**config.mk**
```make
export PLATFORM = sky130hd
export DESIGN_NAME = midi_byte_parser
export DESIGN_NICKNAME = d
export VERILOG_FILES = /design/src/rtl/midi_byte_parser.sv
export SDC_FILE = /design/constraint.sdc
export NUM_CORES = 1
export LEC_CHECK = 0
export BUFFER_PORTS_ARGS = -buffer_cell sky130_fd_sc_hd__buf_2
export CAP_MARGIN = 20
export CORE_MARGIN = 2
export CORE_UTILIZATION = 39
export DETAILED_ROUTE_END_ITERATION = 16
export GPL_ROUTABILITY_DRIVEN = 0
export HOLD_SLACK_MARGIN = 0.02
export PLACE_DENSITY = 0.59
export SLEW_MARGIN = 20
export SYNTH_ARGS = -nofsm -noshare
export SYNTH_HDL_FRONTEND = slang
export SYNTH_SLANG_ARGS = --single-unit
```
**constraint.sdc**
```tcl
create_clock -name reg_clk -period 2.12 [get_ports reg_clk]
set_input_delay 0.636 -clock reg_clk [delete_from_list [all_inputs] [get_ports reg_clk]]
set_output_delay 0.636 -clock reg_clk [all_outputs]
set_load 0.02 [all_outputs]
```
**src/rtl/midi_byte_parser.sv**
```systemverilog
// MIDI byte-stream framer: running status, message length, real-time split.
// Optional active-sensing watchdog enabled by defining MIDI_ACTIVE_SENSE_EN.
module midi_byte_parser #(
  parameter int unsigned CLK_HZ           = 50000000,
  parameter int unsigned SENSE_TIMEOUT_MS = 300
) (
  input  logic       reg_clk,
  input  logic       reset_reg_N,
  input  logic       rx_valid,
  input  logic [7:0] rx_byte,
  output logic       byteready,
  output logic [7:0] cur_status,
  output logic [7:0] midibyte_nr,
  output logic [7:0] midi_in_data,
  output logic       rt_valid,
  output logic [7:0] rt_byte,
  output logic [7:0] drop_cnt,
  output logic       sense_lost
);

  localparam logic [31:0] SENSE_CYCLES = 32'(CLK_HZ / 1000 * SENSE_TIMEOUT_MS);

  typedef enum logic [1:0] {ST_IDLE, ST_MSG, ST_SYSEX} state_t;

  state_t     state_q, state_d;
  logic [7:0] data_cnt_q, data_cnt_d;
  logic [1:0] exp_len_q, exp_len_d;
  logic [7:0] cnt_inc;
  logic [7:0] cur_status_d, midibyte_nr_d, midi_in_data_d, rt_byte_d, drop_cnt_d;
  logic       byteready_d, rt_valid_d;
  logic       is_rt;
  logic       sense_expire;

  // Data bytes that follow each status; SysEx is handled by its own state.
  function automatic logic [1:0] status_len(input logic [7:0] s);
    logic [1:0] len;
    len = 2'd0;
    case (s[7:4])
      4'h8, 4'h9, 4'hA, 4'hB, 4'hE: len = 2'd2;
      4'hC, 4'hD:                   len = 2'd1;
      4'hF: begin
        case (s[3:0])
          4'h1, 4'h3: len = 2'd1;
          4'h2:       len = 2'd2;
          default:    len = 2'd0;
        endcase
      end
      default: len = 2'd0;
    endcase
    return len;
  endfunction

  assign is_rt   = (rx_byte[7:3] == 5'b11111);
  assign cnt_inc = (data_cnt_q == 8'hFF) ? 8'hFF : data_cnt_q + 8'd1;

`ifdef MIDI_ACTIVE_SENSE_EN
  logic        sense_armed;
  logic [31:0] sense_timer;

  assign sense_expire = sense_armed && !rx_valid && (sense_timer <= 32'd1);

  // Watchdog armed by the first FE; any received byte restarts the countdown.
  always_ff @(posedge reg_clk or negedge reset_reg_N) begin
    if (!reset_reg_N) begin
      sense_armed <= 1'b0;
      sense_timer <= 32'd0;
      sense_lost  <= 1'b0;
    end else begin
      sense_lost <= sense_expire;
      if (rx_valid) begin
        if (rx_byte == 8'hFE) sense_armed <= 1'b1;
        sense_timer <= SENSE_CYCLES;
      end else if (sense_armed) begin
        if (sense_timer <= 32'd1) sense_armed <= 1'b0;
        else sense_timer <= sense_timer - 32'd1;
      end
    end
  end
`else
  logic unused_sense_cfg;
  assign unused_sense_cfg = ^SENSE_CYCLES;
  assign sense_expire     = 1'b0;
  assign sense_lost       = 1'b0;
`endif

  // Once the parser drops to IDLE the visible status decays to 00 a cycle later.
  always_comb begin
    state_d        = state_q;
    cur_status_d   = (state_q == ST_IDLE) ? 8'h00 : cur_status;
    data_cnt_d     = data_cnt_q;
    exp_len_d      = exp_len_q;
    byteready_d    = 1'b0;
    rt_valid_d     = 1'b0;
    midibyte_nr_d  = midibyte_nr;
    midi_in_data_d = midi_in_data;
    rt_byte_d      = rt_byte;
    drop_cnt_d     = drop_cnt;

    if (sense_expire) begin
      state_d      = ST_IDLE;
      cur_status_d = 8'h00;
      data_cnt_d   = 8'd0;
    end else if (rx_valid) begin
      if (is_rt) begin
        rt_valid_d = 1'b1;
        rt_byte_d  = rx_byte;
      end else if (rx_byte[7]) begin
        cur_status_d   = rx_byte;
        midi_in_data_d = rx_byte;
        midibyte_nr_d  = 8'd0;
        byteready_d    = 1'b1;
        data_cnt_d     = 8'd0;
        exp_len_d      = status_len(rx_byte);
        if (rx_byte == 8'hF0)                                state_d = ST_SYSEX;
        else if (rx_byte[7:4] != 4'hF || status_len(rx_byte) != 2'd0) state_d = ST_MSG;
        else                                                 state_d = ST_IDLE;
      end else if (state_q == ST_IDLE) begin
        if (drop_cnt != 8'hFF) drop_cnt_d = drop_cnt + 8'd1;
      end else begin
        byteready_d    = 1'b1;
        midi_in_data_d = rx_byte;
        midibyte_nr_d  = cnt_inc;
        if (state_q == ST_SYSEX) begin
          data_cnt_d = cnt_inc;
        end else if (cnt_inc == {6'd0, exp_len_q}) begin
          // System-common messages cancel running status once complete.
          data_cnt_d = 8'd0;
          if (cur_status[7:4] == 4'hF) state_d = ST_IDLE;
        end else begin
          data_cnt_d = cnt_inc;
        end
      end
    end
  end

  always_ff @(posedge reg_clk or negedge reset_reg_N) begin
    if (!reset_reg_N) begin
      state_q      <= ST_IDLE;
      data_cnt_q   <= 8'd0;
      exp_len_q    <= 2'd0;
      cur_status   <= 8'h00;
      byteready    <= 1'b0;
      midibyte_nr  <= 8'd0;
      midi_in_data <= 8'd0;
      rt_valid     <= 1'b0;
      rt_byte      <= 8'd0;
      drop_cnt     <= 8'd0;
    end else begin
      state_q      <= state_d;
      data_cnt_q   <= data_cnt_d;
      exp_len_q    <= exp_len_d;
      cur_status   <= cur_status_d;
      byteready    <= byteready_d;
      midibyte_nr  <= midibyte_nr_d;
      midi_in_data <= midi_in_data_d;
      rt_valid     <= rt_valid_d;
      rt_byte      <= rt_byte_d;
      drop_cnt     <= drop_cnt_d;
    end
  end

endmodule

```
Yosys cells after proc, flatten, opt, wreduce, memory -nomap -nowiden
Index checks and enable logic that the tools add are counted.
Word-level totals
  bits in registers: 54
  bits of input ports: 11
  word-level logic and storage cells: 80
Cells by class
  mux-type cells: 32
  reductions and logical operators: 13
  eq/ne operators: 21
  $add $sub $neg: 2
  bitwise gates (word level): 2
Operators by type and width (number)
  2-to-1 mux 8 bit: 13
  == test 4 bit, second input constant: 9
  2-to-1 mux 2 bit: 10
  adder 8 x 1 -> 8 bit, second input constant: 2
  == test 8 bit, second input constant: 2
  == test 4 x 2 -> 1 bit, second input constant: 2
  == test 8 x 2 -> 1 bit: 1
  inequality test 8 bit, second input constant: 1
  2-to-1 mux 1 bit: 7
  case mux 2 bit (3 select lines): 1
  AND reduction 3 bit: 2
  AND reduction 6 bit: 1
  nonzero test 2 bit: 3
  == test 5 bit, second input constant: 1
  AND reduction 5 bit: 1
  OR reduction 5 bit: 1
  == test 4 x 1 -> 1 bit, second input constant: 1
  inequality test 2 bit, second input constant: 2
  inequality test 4 bit, second input constant: 1
  case mux 2 bit (2 select lines): 1
  OR reduction 2 bit: 2
  == test 2 bit, second input constant: 1
  logical NOT 2 bit: 1
  inverter 1 bit: 2
  2 further kinds: 2

Depth between registers and ports, before layout
  word-level depth: 13
  gate-level depth with buffers: 7

Least setup slack after synthesis
OpenSTA, ideal clock, no wires.
  path kind: in2reg
  from: input port rx_byte[7]
  to: register drop_cnt[5]
  setup slack: 0.370 ns
  stages: 6
  path buffers: 1
  setup time: 0.130 ns
  arrival time: 1.619 ns
  path through: clkbuf_1 nor3_1 o211ai_2 nor2_1 nand3_1 xnor2_1
On the way
  word-level cells in the longest chain between the ends: 3
  elaborated cells on any way between the ends: 4
  classes of those cells: 1 x eq/ne; 2 x bitwise; 1 x reduce/logical
Ends and longest elaborated chain
  start: declaration: line 10  | input logic [7:0] rx_byte,
  == test 5 bit: line 53  | assign is_rt = (rx_byte[7:3] == 5'b11111);
  inverter 1 bit (no source line)
  AND reduction 5 bit (no source line) (*)
  end signal: assignment: line 158  | drop_cnt <= drop_cnt_d;
  end: declaration: line 17  | output logic [7:0] drop_cnt,
Every way passes the cells marked *; elsewhere a longest branch is shown, timed or not.
A chain may end at the register's enable or synchronous reset.

Worst setup path in the final report
  from: register data_cnt_q[0]
  to: register state_q[1]
On the way
  word-level cells in the longest chain between the ends: 5
  elaborated cells on any way between the ends: 6
  classes of those cells: 1 x add/sub; 2 x eq/ne; 1 x mux; 2 x reduce/logical
Ends and longest elaborated chain
  start: declaration: line 26  | logic [7:0] data_cnt_q, data_cnt_d;
  start signal: assignment: line 150  | data_cnt_q <= data_cnt_d;
  adder 8 x 1 -> 8 bit or == test 8 bit (tied branches): line 54  | assign cnt_inc = (data_cnt_q == 8'hFF) ? 8'hFF : data_cnt_q + 8'd1;
  2-to-1 mux 8 bit (*): line 54
  == test 8 x 2 -> 1 bit (*): line 125  | end else if (cnt_inc == {6'd0, exp_len_q}) begin
  nonzero test 2 bit (no source line) (*)
  AND reduction 6 bit (no source line) (*)
  end signal: assignment: line 149  | state_q <= state_d;
  end: declaration: line 25  | state_t state_q, state_d;
Marks and branches as above.

==> run metrics <==
status=finished, final reports clean; register bit total from synthesis=54; Routed wire per std cell=13.9 um; Yosys top cell by area=dfrtp_1; post_cts resized=0; crit path DAT=2.00 ns; CP Cell Sequence=ha_1 > and3_4 > a31oi_2 > nor4_4 > a31oi_1; # DRC=0; Setup crit end kind=flip-flop; Clock transition at path regs=0.10 ns; CTS H-tree lvls=2; Via Count=1918; Crit Path Class=flip-flop to flip-flop; Synthesis Warnings=0; critical path fanouts, max=11; Layout area overhead=17.9%; post-detailed-route via-to-cell ratio=5.05; Total GRT Usage=15.6%; Detail Placement HPWL=3770 um; top cell type's share of synthesized area=54.4%; Synth Cell Area=2480 um^2; vias in the first global route=1911; RSZ-0062 raised after global routing=false; Area contributors post-synth=dfrtp_1 (54%), nand2_1 (8.6%), o21ai_0 (3.4%); die height=83.8 um; startpoint types=flip-flop; row cnt=29; first-pass GRT wire length=8870 um; min Tclk post-route=1.81 ns; final hold vios=0; total routed wirelength=5270 um; dpl cell area=2820 um^2; IO Pins=54; EDFF count, synth=0; clk buf depth=2; P_leak=1.51 nW; fmax=552 MHz; synth unique cells=52; most common library cells after synthesis=nand2_1 (57), dfrtp_1 (54), o21ai_0 (17); layout cell share with drive strength beyond 1=27.4%; PD cells=913 nW/um^2; DR iter-0 viols=72; CTS tree=done; die width=83.8 um; hold_buf cts=0; Final Max Tran Viols=0; die footprint=7020 um^2; worst-skew pair later-pin latency=0.31 ns; ANT nets after route=0; total CTS buffers=5; Largest stage delay, worst path=0.45 ns; Core Footprint=6240 um^2; peak supply drop=0.368 mV; clock skew=0.00668 ns; post-route cell area=2930 um^2; 1st-pass router iterations=4; average size of a mapped cell=10.0 um^2; Main synth FF type=dfrtp_1; Mapped Cells=248; Synth async-reset ratio=100%; overall power=2.67 mW; port buffer count=52; Clock Sinks=54; critical path data required time=2.31 ns; Crit-path slowest cell=dfrtp_1; initial antenna violation count=0; final setup vio count=0; Fin Setup TNS=0 ns; diode count=0; Post-CTS Repair Setup Buffers=0; Initial Util=39.8%; clk root buf=clkbuf_8; Seq/Total Area, Yosys=54.4%; Syn Nets=261; Tcrit/Tclk final=85.5%; worst hold-check path type=primary input to async pin; largest net degree at the start of global routing=55; global route total overflow=0; count leader, synth=nand2_1; Max-Cap Viols=0; Layout Nets=315
==> critical path: cells and delay by family, from the launching register on <==
kind | cells | cell delay (ns)
adder cells (fa/ha/maj) | 1 | 0.39
AO/OA/AOI/OAI | 2 | 0.24
AND/OR/NAND/NOR | 2 | 0.59
flip-flops | 1 | 0.45
==> cells in the final DEF (no fill, tap or decap), drive strengths merged, types with 5 or more instances in the layout <==
cell and instances:
nand2b 5, a21oi 9, nand3 10, buf 59
clkbuf 6, nor2 10, o21ai 24, inv 6
xnor2 6, a21o 6, dfrtp 54, nand2 58
and3 5
==> final cells by class <==
type / instances / area (um^2)
Clock inverter: 2 / 37.5
Timing Repair Buffer: 59 / 325
Clock buffer: 6 / 72.6
Multi-Input combinational cell: 176 / 1020
Inverter: 6 / 22.5
Fill cell: 613 / 3310
Sequential cell: 54 / 1350
Tap cell: 77 / 96.3
==> flip-flops by register name (all words and copies together), names as in the netlist, 2 cells and up <==
name,cells
cur_status,8
data_cnt_q,8
drop_cnt,8
exp_len_q,2
midi_in_data,8
midibyte_nr,8
rt_byte,8
state_q,2
==> where the power goes <==
part / internal, mW / leakage, nW / switching, mW
Clock: 0.353 / 0.0514 / 0.354
Combinational: 0.254 / 0.768 / 0.415
Sequential: 1.18 / 0.694 / 0.118
Total: 1.78 / 1.51 / 0.887
==> path summary, 6_finish.rpt <==
kind	from	to	slack (ns)	depth (start not counted)
worst max-delay path	data_cnt_q[0]	state_q[1]	0.31	5
worst min-delay path	reset_reg_N	midibyte_nr[4]	0.29	2
worst max register to register	data_cnt_q[0]	state_q[1]	0.31	5
worst min register to register	rt_byte[3]	rt_byte[3]	0.46	1
max in group asynchronous	reset_reg_N	rt_byte[0]	1.57	2
min in group reg_clk	rt_byte[3]	rt_byte[3]	0.46	1
==> stage by stage <==
step	utilization [%]	std cells	hold slack, ns	setup slack, ns
after floorplan	-	248	0.340	0.370
after global placement	45.1	372	0.445	0.221
after detailed placement	45.1	372	0.448	0.184
after CTS	46.9	380	0.319	0.320
after global routing	46.9	380	0.320	0.183
final	46.9	380	0.291	0.308
==> routing by layer <==
metal	part of all wire [%]	GRT usage, %
met5	0	0
met4	0.85	4.40
met3	4.5	4.35
met2	46	24.7
met1	49	21.2
==> cells by family after synthesis <==
kind of cell | Yosys count | share of synthesized area, %
XOR/XNOR | 10 | 3.83
AO/OA/AOI/OAI | 55 | 14.3
other | 1 | 0.151
adder cells (fa/ha/maj) | 2 | 1.01
AND/OR/NAND/NOR | 104 | 20.1
multiplexers | 4 | 1.76
buffers and inverters | 18 | 4.44
flip-flops | 54 | 54.4
(Power assumes the default switching activity.)
